## src/rtl/barcode_pkg.sv

```systemverilog
// Shared types and widths for the filter output stage.
package barcode_pkg;

    // Width of the decimated filter word; the SPI frame matches it.
    localparam int FIR_OUT_WIDTH = 32;

    // Serial transmit FSM states.
    typedef enum logic [1:0] {
        IDLE  = 2'd0,
        SHIFT = 2'd1,
        DONE  = 2'd2
    } fsm_state_t;

endpackage

```

## src/rtl/sync_fifo.sv

```systemverilog
// Single-clock FIFO with registered read data.
// Full/empty come from the occupancy counter; pointers wrap modulo DEPTH.
// When full, a push is still accepted if a pop happens in the same cycle.
module sync_fifo #(
    parameter int DATA_WIDTH = 32,
    parameter int DEPTH      = 4
) (
    input  logic                       clk,
    input  logic                       reset,
    input  logic                       push,
    input  logic                       pop,
    input  logic [DATA_WIDTH-1:0]      wdata,
    output logic [DATA_WIDTH-1:0]      rdata,
    output logic                       full,
    output logic                       empty,
    output logic [$clog2(DEPTH):0]     count
);

    localparam int AW = $clog2(DEPTH);
    localparam int CW = AW + 1;

    logic [DATA_WIDTH-1:0] mem [DEPTH];
    logic [AW-1:0]         wr_ptr;
    logic [AW-1:0]         rd_ptr;
    logic                  push_ok;
    logic                  pop_ok;

    assign full    = (count == CW'(DEPTH));
    assign empty   = (count == '0);
    assign pop_ok  = pop && !empty;
    assign push_ok = push && (!full || pop_ok);

    // Storage write; contents need no reset because count gates every read.
    always_ff @(posedge clk) begin
        if (push_ok) begin
            mem[wr_ptr] <= wdata;
        end
    end

    // Pointers, occupancy and registered read port.
    always_ff @(posedge clk or negedge reset) begin
        if (!reset) begin
            wr_ptr <= '0;
            rd_ptr <= '0;
            count  <= '0;
            rdata  <= '0;
        end else begin
            if (push_ok) begin
                wr_ptr <= wr_ptr + AW'(1);
            end
            if (pop_ok) begin
                rd_ptr <= rd_ptr + AW'(1);
                rdata  <= mem[rd_ptr];
            end
            case ({push_ok, pop_ok})
                2'b10:   count <= count + CW'(1);
                2'b01:   count <= count - CW'(1);
                default: count <= count;
            endcase
        end
    end

endmodule

```

## src/rtl/sample_spi_tx.sv

```systemverilog
// Filter output stage: buffers decimated words and serves them to the MCU
// as an SPI mode-0 slave, MSB first, one word per chip-select frame.
module sample_spi_tx
    import barcode_pkg::*;
#(
    parameter int DATA_WIDTH  = FIR_OUT_WIDTH,
    parameter int FIFO_DEPTH  = 4,
    parameter int SYNC_STAGES = 2
) (
    input  logic                          clk,
    input  logic                          reset,
    input  logic                          din_valid,
    input  logic [DATA_WIDTH-1:0]         din,
    input  logic                          sck,
    input  logic                          cs_n,
    output logic                          sdo,
    output logic                          data_ready,
    output logic                          overflow,
    output logic [$clog2(FIFO_DEPTH):0]   fifo_count
);

    localparam int CW    = $clog2(FIFO_DEPTH) + 1;
    localparam int CNT_W = $clog2(DATA_WIDTH);

    // Handshake note: din_valid is a fire-and-forget strobe with no ready;
    // a word offered while the FIFO is full (and not popped that cycle) is
    // dropped and latched into the sticky overflow flag.

    logic [SYNC_STAGES-1:0] sck_sync;
    logic [SYNC_STAGES-1:0] cs_sync;
    logic                   sck_prev;
    logic                   cs_prev;
    logic                   sck_fall;
    logic                   cs_fall;
    logic                   cs_rise;

    fsm_state_t             state;
    logic [DATA_WIDTH-1:0]  shreg;
    logic [DATA_WIDTH-1:0]  cur_word;
    logic [CNT_W-1:0]       bit_cnt;
    logic                   first;
    logic                   took_word;

    logic                   fifo_full;
    logic                   fifo_empty;
    logic [DATA_WIDTH-1:0]  fifo_rdata;
    logic                   pop_req;
    logic                   push_acc;

    // Synchronisers for the asynchronous SPI pins. Reset to 0 so that a
    // cs_n already low when reset is released never looks like a falling edge.
    always_ff @(posedge clk or negedge reset) begin
        if (!reset) begin
            sck_sync <= '0;
            cs_sync  <= '0;
        end else begin
            sck_sync <= {sck_sync[SYNC_STAGES-2:0], sck};
            cs_sync  <= {cs_sync[SYNC_STAGES-2:0], cs_n};
        end
    end

    // Registered edge strobes from the synchronised pins.
    always_ff @(posedge clk or negedge reset) begin
        if (!reset) begin
            sck_prev <= 1'b0;
            cs_prev  <= 1'b0;
            sck_fall <= 1'b0;
            cs_fall  <= 1'b0;
            cs_rise  <= 1'b0;
        end else begin
            sck_prev <= sck_sync[SYNC_STAGES-1];
            cs_prev  <= cs_sync[SYNC_STAGES-1];
            sck_fall <= sck_prev & ~sck_sync[SYNC_STAGES-1];
            cs_fall  <= cs_prev & ~cs_sync[SYNC_STAGES-1];
            cs_rise  <= ~cs_prev & cs_sync[SYNC_STAGES-1];
        end
    end

    assign pop_req  = (state == IDLE) && cs_fall && !fifo_empty;
    assign push_acc = din_valid && (!fifo_full || pop_req);

    sync_fifo #(
        .DATA_WIDTH (DATA_WIDTH),
        .DEPTH      (FIFO_DEPTH)
    ) u_fifo (
        .clk   (clk),
        .reset (reset),
        .push  (din_valid),
        .pop   (pop_req),
        .wdata (din),
        .rdata (fifo_rdata),
        .full  (fifo_full),
        .empty (fifo_empty),
        .count (fifo_count)
    );

    // The FIFO read is registered, so in the first SHIFT cycle the word sits
    // on fifo_rdata rather than in shreg; cur_word hides that one-cycle gap.
    always_comb begin
        cur_word = shreg;
        if (first) begin
            cur_word = took_word ? fifo_rdata : '0;
        end
    end

    assign sdo = (state == SHIFT) ? cur_word[DATA_WIDTH-1] : 1'b0;

    // Frame FSM, bit counter and shift register.
    always_ff @(posedge clk or negedge reset) begin
        if (!reset) begin
            state     <= IDLE;
            shreg     <= '0;
            bit_cnt   <= '0;
            first     <= 1'b0;
            took_word <= 1'b0;
        end else begin
            case (state)
                IDLE: begin
                    if (cs_fall) begin
                        state     <= SHIFT;
                        first     <= 1'b1;
                        took_word <= !fifo_empty;
                        bit_cnt   <= '0;
                    end
                end
                SHIFT: begin
                    first <= 1'b0;
                    if (cs_rise) begin
                        state <= IDLE;
                    end else if (sck_fall) begin
                        shreg <= {cur_word[DATA_WIDTH-2:0], 1'b0};
                        if (bit_cnt == CNT_W'(DATA_WIDTH - 1)) begin
                            state   <= DONE;
                            bit_cnt <= '0;
                        end else begin
                            bit_cnt <= bit_cnt + CNT_W'(1);
                        end
                    end else begin
                        shreg <= cur_word;
                    end
                end
                DONE: begin
                    if (cs_rise) begin
                        state <= IDLE;
                    end
                end
                default: state <= IDLE;
            endcase
        end
    end

    // Status flags: data_ready tracks next-cycle occupancy; overflow is sticky.
    always_ff @(posedge clk or negedge reset) begin
        if (!reset) begin
            data_ready <= 1'b0;
            overflow   <= 1'b0;
        end else begin
            data_ready <= push_acc || (fifo_count > CW'(pop_req));
            if (din_valid && fifo_full && !pop_req) begin
                overflow <= 1'b1;
            end
        end
    end

endmodule

```

## config.mk

```make
export PLATFORM = sky130hd
export DESIGN_NAME = sample_spi_tx
export DESIGN_NICKNAME = d
export VERILOG_FILES = /design/src/rtl/barcode_pkg.sv /design/src/rtl/sync_fifo.sv /design/src/rtl/sample_spi_tx.sv
export SDC_FILE = /design/constraint.sdc
export NUM_CORES = 1
export LEC_CHECK = 0
export CORE_ASPECT_RATIO = 1.25
export CORE_MARGIN = 1.5
export CORE_UTILIZATION = 47
export CTS_CLUSTER_SIZE = 24
export DETAILED_ROUTE_END_ITERATION = 10
export PLACE_DENSITY = 0.76
export RECOVER_POWER = 25
export SLEW_MARGIN = 30
export SYNTH_ARGS = -nofsm -noshare
export SYNTH_HDL_FRONTEND = slang
export SYNTH_HIERARCHICAL = 1
export SYNTH_SLANG_ARGS = --single-unit
```

## constraint.sdc

```tcl
create_clock -name clk -period 4.36 [get_ports clk]
set_clock_uncertainty 0.05 [all_clocks]
set_input_delay 0.872 -clock clk [delete_from_list [all_inputs] [get_ports clk]]
set_output_delay 0.872 -clock clk [all_outputs]
set_load 0.02 [all_outputs]
```

==> results of run 1 <==
worst paths after layout:
kind / to / slack [ns] / cells after the start
worst min-delay path: cs_sync[1] / 0.31 / 0
max in group asynchronous: u_fifo/rd_ptr[1] / 2.92 / 2
worst max register to register: u_fifo/count[2] / 0.96 / 9
min in group asynchronous: overflow / 0.43 / 1
worst min register to register: cs_sync[1] / 0.31 / 0
worst max-delay path: u_fifo/count[2] / 0.96 / 9
kinds of logic after synthesis:
logic type | synth area share
buf+inv | 0.0290
simple gates | 0.0693
fa+ha+maj | 0.0121
xor+xnor | 0.00492
flops | 0.688
compound gates | 0.0706
mux | 0.126
metal layers:
metal  vias to the layer above  track usage
li1                       2181            -
met1                      2532        0.197
met2                       124        0.326
met3                        46       0.0209
met4                         0       0.0777
met5                         -            0
Yosys cell counts (all sizes together), types with 3 or more instances:
cell,instances
mux4,32
dfrtp,91
o31ai,3
and2,5
and3,5
nor2b,37
a211oi,4
a21oi,32
clkbuf,11
xor2,3
o21ai,5
nand3,5
inv,14
o221ai,29
mux2,34
edfxtp,128
nand2,34
nor2,7
buf,24
ha,7
o2111ai,3
or3b,3
registers in the layout (all words and copies together), names as in the netlist:
register,count
u_fifo/mem,128
cs_fall,1
cs_rise,1
u_fifo/rdata,32
overflow,1
shreg,32
u_fifo/wr_ptr,2
sck_sync,2
cs_prev,1
cs_sync,2
state,2
first,1
data_ready,1
u_fifo/rd_ptr,2
sck_fall,1
took_word,1
sck_prev,1
u_fifo/count,3
bit_cnt,5
power by group through the flow:
stage / registers [mW] / clock network (mW) / logic [mW]
2_1_floorplan: 3.06 / 0 / 1.38
3_3_place_gp: 3.25 / 0 / 1.55
3_5_place_dp: 3.30 / 0 / 1.64
4_1_cts: 3.27 / 1.82 / 1.65
5_1_grt: 3.35 / 1.88 / 1.78
6_report: 3.26 / 1.78 / 1.63
cell type report:
type,instances,area [µm²],share of cell area
Tap cell,232,290,0.0285
Sequential cell,219,6130,0.602
Clock buffer,32,649,0.0638
Multi-Input combinational cell,279,2520,0.248
Timing Repair Buffer,53,500,0.0491
Inverter,14,52.6,0.00516
Clock inverter,8,41.3,0.00405
worst max-delay path, cell delays in order (launching register included):
cell and delay (ns):
dfrtp_1 0.47, or3b_1 0.53, nor2_1 0.26, o31ai_4 0.11, buf_4 0.29, or2_2 0.35, fa_1 0.41, or3b_1 0.40
a32o_1 0.26, a21o_1 0.16
stage by stage:
step | power [mW] | area, µm²
after floorplan | 4.44 | 8900
after global placement | 4.81 | 9480
after detailed placement | 4.94 | 9490
after CTS | 6.73 | 10200
after global routing | 7.01 | 10200
final | 6.67 | 10200
==> impl_metrics.py, run 1 <==
metrics = {
    "grt": {
        "overflow": 0,
        "grt_pass1_vias": 5266,
        "antenna_found_initial": 0,
        "grt_usage": 0.173,
        "grt_pass1_wl_mm": 26.8,
        "grt_max_degree": 68,
    },
    "clock_network": {
        "hold_buffers": 0,
        "cts_max_level": 1,
        "cts_buffer_depth": 3,
        "ctsResizeCount": 0,
        "clock_latency_ns": 0.50,
        "clk_root_buffer_cell": "clkbuf_16",
        "cts.sinks": 219,
        "clk_transition_reported_paths_ns": 0.06,
        "post-cts-setup-buffer-count": 0,
        "cts-buffers-inserted": 22,
        "cts_tree": "yes",
    },
    "routing": {
        "antenna_left": 0,
        "wl_met2_mm": 9.15,
        "drtPass1Iterations": 6,
        "top_layer_used": "met4",
        "drt_iter0_markers": 367,
        "vias": 4883,
        "wl_met1_mm": 6.23,
        "met3WireLength_um": 604,
        "routed_wl_mm": 16.6,
        "drcViolationCount": 0,
        "wl_per_cell_um": 19.9,
        "viasPerCell": 5.83,
    },
    "yosys": {
        "async_flop_share": 0.416,
        "ys_seq_area_frac": 0.688,
        "synth_area_leaders": "edfxtp_1 (43%), dfrtp_1 (26%), mux4_2 (7.6%), mux2_2 (3.9%), o221ai_1 (2.9%)",
        "syn_area_mm2": 0.00890,
        "syn-num-nets": 592,
        "synth_top_area_frac": 0.432,
        "synth_ff_type": "edfxtp_1",
        "synth_edf_count": 128,
        "ys_ff_latch": 219,
        "netlist-cell-type-count": 49,
        "avgSynthCellArea_um2": 16.3,
        "yosysWarnings": 6,
        "yosys.area.top_type": "edfxtp_1",
        "syn_inst": 547,
    },
    "final_layout": {
        "postLayoutCoreUtil": 0.546,
        "n_antenna_cell": 0,
        "fill_cells": 1414,
        "stdcell_count": 837,
        "final_common_cell": "edfxtp_1",
        "finalNetCount": 634,
        "drive_gt1_frac": 0.188,
        "syn_to_final_growth_pct": 14.5,
        "final_cell_mix": "edfxtp_1 (128), dfrtp_1 (89), nor2b_1 (37)",
    },
    "placement": {
        "place_ws_ns": 0.972,
        "place_hpwl_mm": 10.0,
        "port_buffers": 42,
        "gp_congestion": 0.797,
        "dp.cells": 797,
    },
    "timing": {
        "hold_viol": 0,
        "max_slew_margin": 0.422,
        "finalSetupTns_ns": 0,
        "setup_viol": 0,
        "period_minus_slack_ns": 3.40,
        "setup_slack_ns": 0.964,
        "max_freq_mhz": 294,
        "whs_ns": 0.310,
        "tightestPinTransition_ns": 0.866,
        "fin_crit_sh": 0.779,
        "maxSlewViolCount": 0,
        "rsz0062_at_grt": "false",
    },
    "worst_setup_path": {
        "critPathCaptureType": "flip-flop",
        "critPathKind": "flip-flop to flip-flop",
        "crit_start": "state[0]",
        "timing.rr.start": "state[0]",
        "worstPathRequired_ns": 4.70,
        "cp.arrival_ns": 3.74,
        "cp-start-kind": "flip-flop",
        "cp_max_fo": 35,
    },
    "floorplanning": {
        "boundaryPins": 43,
        "die_area_mm2": 0.0198,
        "fp.dieH_um": 157,
        "die_x_um": 126,
        "rows": 56,
        "coreArea_mm2": 0.0186,
        "start_util": 0.477,
    },
    "min_path": {
        "hp-class": "flip-flop to flip-flop",
        "min_from": "cs_sync[0]",
    },
    "pwr": {
        "power_density_mw_per_mm2": 655,
        "p_seq_frac": 0.489,
        "switching_power_mw": 1.96,
        "p_leak_nw": 3.78,
        "combinationalPowerShare": 0.244,
        "p_clk_frac": 0.267,
        "sw_frac_of_total": 0.294,
        "ir_drop_mv": 0.323,
        "p_int_mw": 4.71,
    },
    "job": {
        "max-cap-violations": 0,
    },
    "run_status": {
        "status": "finished, final reports clean",
    },
}
Note: power is estimated with default switching activity, not from simulation.
==> run 2, diff against run 1 <==
- clock period: 4.36 -> 3.38 ns (I/O delays scaled with it)
==> impl_metrics.py, run 2 (same netlist as run 1, synthesis figures left out) <==
metrics = {
    "run_status": {
        "status": "finished, final reports clean",
    },
    "worst_setup_path": {
        "critPathCapture": "u_fifo/count[2]",
        "crit_slowest_cell": "or3b_1",
        "regToRegSetupSlack_ns": 0.30,
        "timing.rr.start": "state[0]",
        "r2r_cells": 8,
        "r2r-end": "u_fifo/count[2]",
        "cp_max_fo": 12,
        "critPathKind": "flip-flop to flip-flop",
        "critPathCaptureType": "flip-flop",
        "cp_num_buf_inv": 0,
        "cp.depth": 8,
        "cp_top_family": "simple AND/OR/NAND/NOR gates",
        "cpMostUsedCell": "or3b_1",
        "worstPathRequired_ns": 3.73,
        "cp.arrival_ns": 3.43,
        "cp_cell_sequence": "or3b_1, nor2_1, o31ai_4, or2_2, fa_1, or3b_1, a32o_1, a21o_1",
        "cp-start-kind": "flip-flop",
        "crit_start": "state[0]",
        "cpPeakStageDelay_ns": 0.53,
    },
    "pwr": {
        "p_clk_frac": 0.257,
        "power.total_mw": 8.52,
        "p_int_mw": 6.03,
        "p_leak_nw": 3.79,
        "switching_power_mw": 2.50,
        "sw_frac_of_total": 0.293,
        "power_density_mw_per_mm2": 837,
        "combinationalPowerShare": 0.262,
        "p_seq_frac": 0.481,
        "ir_drop_mv": 0.607,
    },
    "timing": {
        "hold_viol": 0,
        "whs_ns": 0.298,
        "rsz0062_at_grt": "false",
        "setup_viol": 0,
        "setup_slack_ns": 0.300,
        "maxSlewViolCount": 0,
        "fin_crit_sh": 0.911,
        "tightestPinTransition_ns": 1.44,
        "max_freq_mhz": 325,
        "period_minus_slack_ns": 3.08,
        "finalSetupTns_ns": 0,
        "max_slew_margin": 0.0373,
    },
    "placement": {
        "port_buffers": 42,
        "place_hpwl_mm": 10.1,
        "gp_congestion": 0.834,
        "place_ws_ns": 0.339,
    },
    "clock_network": {
        "post-cts-setup-buffer-count": 0,
        "clk_root_buffer_cell": "clkbuf_16",
        "cts_buffer_depth": 3,
        "cts-buffers-inserted": 22,
        "ctsResizeCount": 0,
        "clk_transition_reported_paths_ns": 0.06,
        "clock_latency_ns": 0.50,
        "cts_tree": "yes",
        "cts_max_level": 1,
        "hold_buffers": 0,
        "cts.sinks": 219,
    },
    "routing": {
        "viasPerCell": 5.76,
        "drtPass1Iterations": 7,
        "routed_wl_mm": 16.1,
        "drt_iter0_markers": 369,
        "antenna_left": 0,
        "vias": 4830,
        "drcViolationCount": 0,
        "wl_per_cell_um": 19.2,
    },
    "floorplanning": {
        "die_x_um": 126,
        "coreArea_mm2": 0.0186,
        "die_area_mm2": 0.0198,
        "start_util": 0.477,
        "rows": 56,
        "fp.dieH_um": 157,
        "boundaryPins": 43,
    },
    "final_layout": {
        "multiInputGateArea_mm2": 0.00252,
        "largest_register_ffs": 128,
        "n_antenna_cell": 0,
        "syn_to_final_growth_pct": 14.5,
        "largest_register": "u_fifo/mem",
        "final_cell_mix": "edfxtp_1 (128), dfrtp_1 (90), nor2b_1 (37)",
        "fill_cells": 1462,
        "postLayoutCoreUtil": 0.547,
        "top_regs": "u_fifo/mem (128), shreg (32), u_fifo/rdata (32)",
        "final_common_cell": "edfxtp_1",
        "finalNetCount": 637,
        "regArea_mm2": 0.00612,
        "drive_gt1_frac": 0.183,
    },
    "grt": {
        "grt_pass1_vias": 5279,
        "gr-usage-met3": 0.0236,
        "use_met2": 0.321,
        "grt_usage": 0.169,
        "busiest_layer": "met2",
        "overflow": 0,
        "antenna_found_initial": 0,
        "grt_max_degree": 56,
        "grt_pass1_wl_mm": 26.6,
        "met1_usage": 0.191,
    },
    "min_path": {
        "hp-class": "flip-flop to flip-flop",
    },
    "job": {
        "max-cap-violations": 0,
    },
}
## run 2: layout make-up
class                           count  area share
Clock buffer                       28      0.0583
Clock inverter                     11     0.00516
Inverter                           14     0.00516
Multi-Input combinational cell    279       0.247
Sequential cell                   219       0.601
Tap cell                          232      0.0285
Timing Repair Buffer               56      0.0548
## run 2: worst min-delay path by stage
| stage | from | endpoint | slack (ns) | cells after the start |
|---|---|---|---|---|
| after global placement | sck_sync[0] | sck_sync[1] | 0.28 | 0 |
| after global routing | cs_sync[0] | cs_sync[1] | 0.32 | 0 |
| after CTS | reset | u_fifo/count[2] | 0.20 | 1 |
| final | cs_sync[0] | cs_sync[1] | 0.30 | 0 |
| after detailed placement | cs_sync[0] | cs_sync[1] | 0.29 | 0 |
| after floorplan | cs_sync[0] | cs_sync[1] | 0.28 | 0 |
## run 2: power groups by stage
stage | clock [mW] | combinational, mW | sequential [mW]
floorplan | 0 | 1.78 | 3.95
global placement | 0 | 2.15 | 4.10
detailed placement | 0 | 2.26 | 4.15
CTS | 2.24 | 2.27 | 4.11
global route | 2.35 | 2.45 | 4.18
finish | 2.19 | 2.23 | 4.10
## run 2: routing by layer
layer	share of wire	vias up
li1	-	2177
met1	0.38	2507
met2	0.55	113
met3	0.034	33
met4	0.032	0
met5	0	-
## run 2: stage by stage
stage               area [µm²]  instances
global route             10200        839
global placement          9540        800
CTS                      10200        839
finish                   10200        839
detailed placement        9540        800
floorplan                 8900        547
==> patch, RTL diff (config.mk and constraints of run 2) <==
`SYNC_STAGES`: 2 -> 4.
--- a/src/rtl/sample_spi_tx.sv
+++ b/src/rtl/sample_spi_tx.sv
@@ -7,3 +7,3 @@
     parameter int FIFO_DEPTH  = 4,
-    parameter int SYNC_STAGES = 2
+    parameter int SYNC_STAGES = 4
 ) (
Check against the original RTL: not equivalent (a bounded check fails within 10 cycles, from zero or initial values and one cycle with reset low).
==> patch against run 2 <==
  * Sequential cell count grew 4
  * Non-clock buffer count is the same
  * Area after synthesis grew 2.6%
  * Setup slack lost 0.028 ns
  * Largest power group unchanged
  * Synthesized cell count grew 2.6%
  * Cell area grew 2.7%
  * Highest routed layer unchanged
  * Critical path depth is the same
  * Wire length grew 5.1%
  * Total power grew 3.6%
==> patch: results (changes against run 2) <==
[placed_design]
port_buffers=42  ; unchanged
place_hpwl_mm=10.3  ; +1.9%
gp_congestion=0.796  ; -4.5%

[clock_tree]
path_clk_slew_ns=0.06  ; about the same
htreeDepth=1  ; unchanged
cts_resized=0  ; unchanged
cts_buffers=21  ; -4.5%
clk_latency_ns=0.48  ; -0.02 ns
clock_path_buffers=3  ; unchanged
cts_root_buffer=clkbuf_16
post-cts-setup-buffers=0  ; unchanged

[sta]
tightest_slew_ns=1.36  ; -0.0809 ns
drv_slew=0  ; unchanged

[synth]
ys.warnings.count=6  ; unchanged
ys_seq_area_share_pct=68.2  ; -0.62 points
synth_nets=606  ; +2.4%
postSynth.asyncResetShare_pct=42.6  ; +1.0 points
synth-edff-count=128  ; unchanged
ys_top_cells_by_count=edfxtp_1 (128), dfrtp_1 (95), nor2b_1 (37)
ys_types=50  ; +2.0%
synth.area.top_cells=edfxtp_1 (42%), dfrtp_1 (26%), mux4_2 (7.4%)

[hold_path]
hp-class=flop to flop

[power]
irDropWorstVdd_mv=0.437  ; -28%
leakage_nw=3.88  ; +2.6%

[route]
num_vias=4882  ; +1.1%
drtPass1Iterations=5  ; -2
drtIter0Drc=445  ; +21%
wl_mm=16.9  ; +5.1%
ant_nets=0  ; unchanged

[critical_path]
path_max_fanout=12  ; unchanged
slowest_stage=or3b_1
max_stage_delay_ns=0.54
critical-path-top-delay-family=simple AND/OR/NAND/NOR gates
arrival_ns=3.43  ; about the same

[global_routing]
grt_max_degree=52  ; -7.1%
antenna_found_initial=0  ; unchanged
grt_pass1_vias=5255  ; -0.45%
grt_pass1_wl_mm=27.6  ; +3.6%
gr-usage-all-layers_pct=17.3  ; +0.38 points

[finish]
layout.nets=648  ; +1.7%
num-fill-cells=1442  ; -1.4%
drive_above_1_share_pct=20.6  ; +2.3 points
top_regs=u_fifo/mem: 128 flops, shreg: 32 flops, u_fifo/rdata: 32 flops
diodes=0  ; unchanged

[status]
status=complete, no violations

[floorplanning]
die_w_um=128  ; +1.2%

## patch: changes by cell type in the layout (fill, tap and decap cells not counted), moves of 4 or more
cell        before  now
a211oi_1         4   20
a21oi_1         32   24
bufinv_16        0    4
clkinv_1         7    0
clkinvlp_4       0    4
dfrtp_1         90   94
o221ai_1        29   21
o31ai_2          0    8
## patch: final cells by class
cell class	instances	share of cell area, %
well taps	232	2.77
flip-flops and latches	223	59.5
clock inverters	12	1.66
clock buffers	25	5.26
repair buffers	56	5.21
multi-input cells	287	25.1
inverters	14	0.502
## patch: cell families after synthesis
kind of cell               count (synthesis)  synth area share (%)
DFF                                      223                  68.2
and+or+nand+nor                          112                  6.76
AOI/OAI and AO/OA                         96                  8.09
muxes                                     66                  12.3
buffers and inverters                     51                  3.02
adders and majority gates                  8                  1.18
xor gates and xnor gates                   5                 0.480
## patch: power by group
part           total, W  switching (W)  internal, W
clock           0.00243       0.000959      0.00148
sequential      0.00416       0.000475      0.00368
combinational   0.00224        0.00111      0.00113
## patch: routing by layer
layer / vias to the layer above / routed length, µm / GRT usage, %
met4: 0 / 367 / 6.44
met1: 2504 / 6530 / 20.6
met2: 120 / 9300 / 31.7
met5: - / 0 / 0
met3: 26 / 692 / 2.43
li1: 2232 / - / -
## patch: worst paths after layout
kind | start | endpoint | slack, ns | cells past startpoint
min in group asynchronous | reset | data_ready | 0.45 | 1
max in group asynchronous | reset | u_fifo/rd_ptr[0] | 1.92 | 1
setup reg to reg | state[0] | u_fifo/count[2] | 0.27 | 8
hold / removal | sck_sync[1] | sck_sync[2] | 0.30 | 0
hold reg to reg | sck_sync[1] | sck_sync[2] | 0.30 | 0
setup / recovery | state[0] | u_fifo/count[2] | 0.27 | 8
## patch: stage by stage
step                      instance area (µm²)  total power (W)  instances  hold slack [ns]  setup WS [ns]
after floorplan                          9130          0.00580        561            0.281          0.234
after global placement                   9740          0.00630        812            0.284          0.422
after detailed placement                 9740          0.00645        812            0.288          0.303
after CTS                               10500          0.00892        849            0.209          0.291
after global routing                    10500          0.00929        849            0.307          0.173
final                                   10500          0.00883        849            0.300          0.273
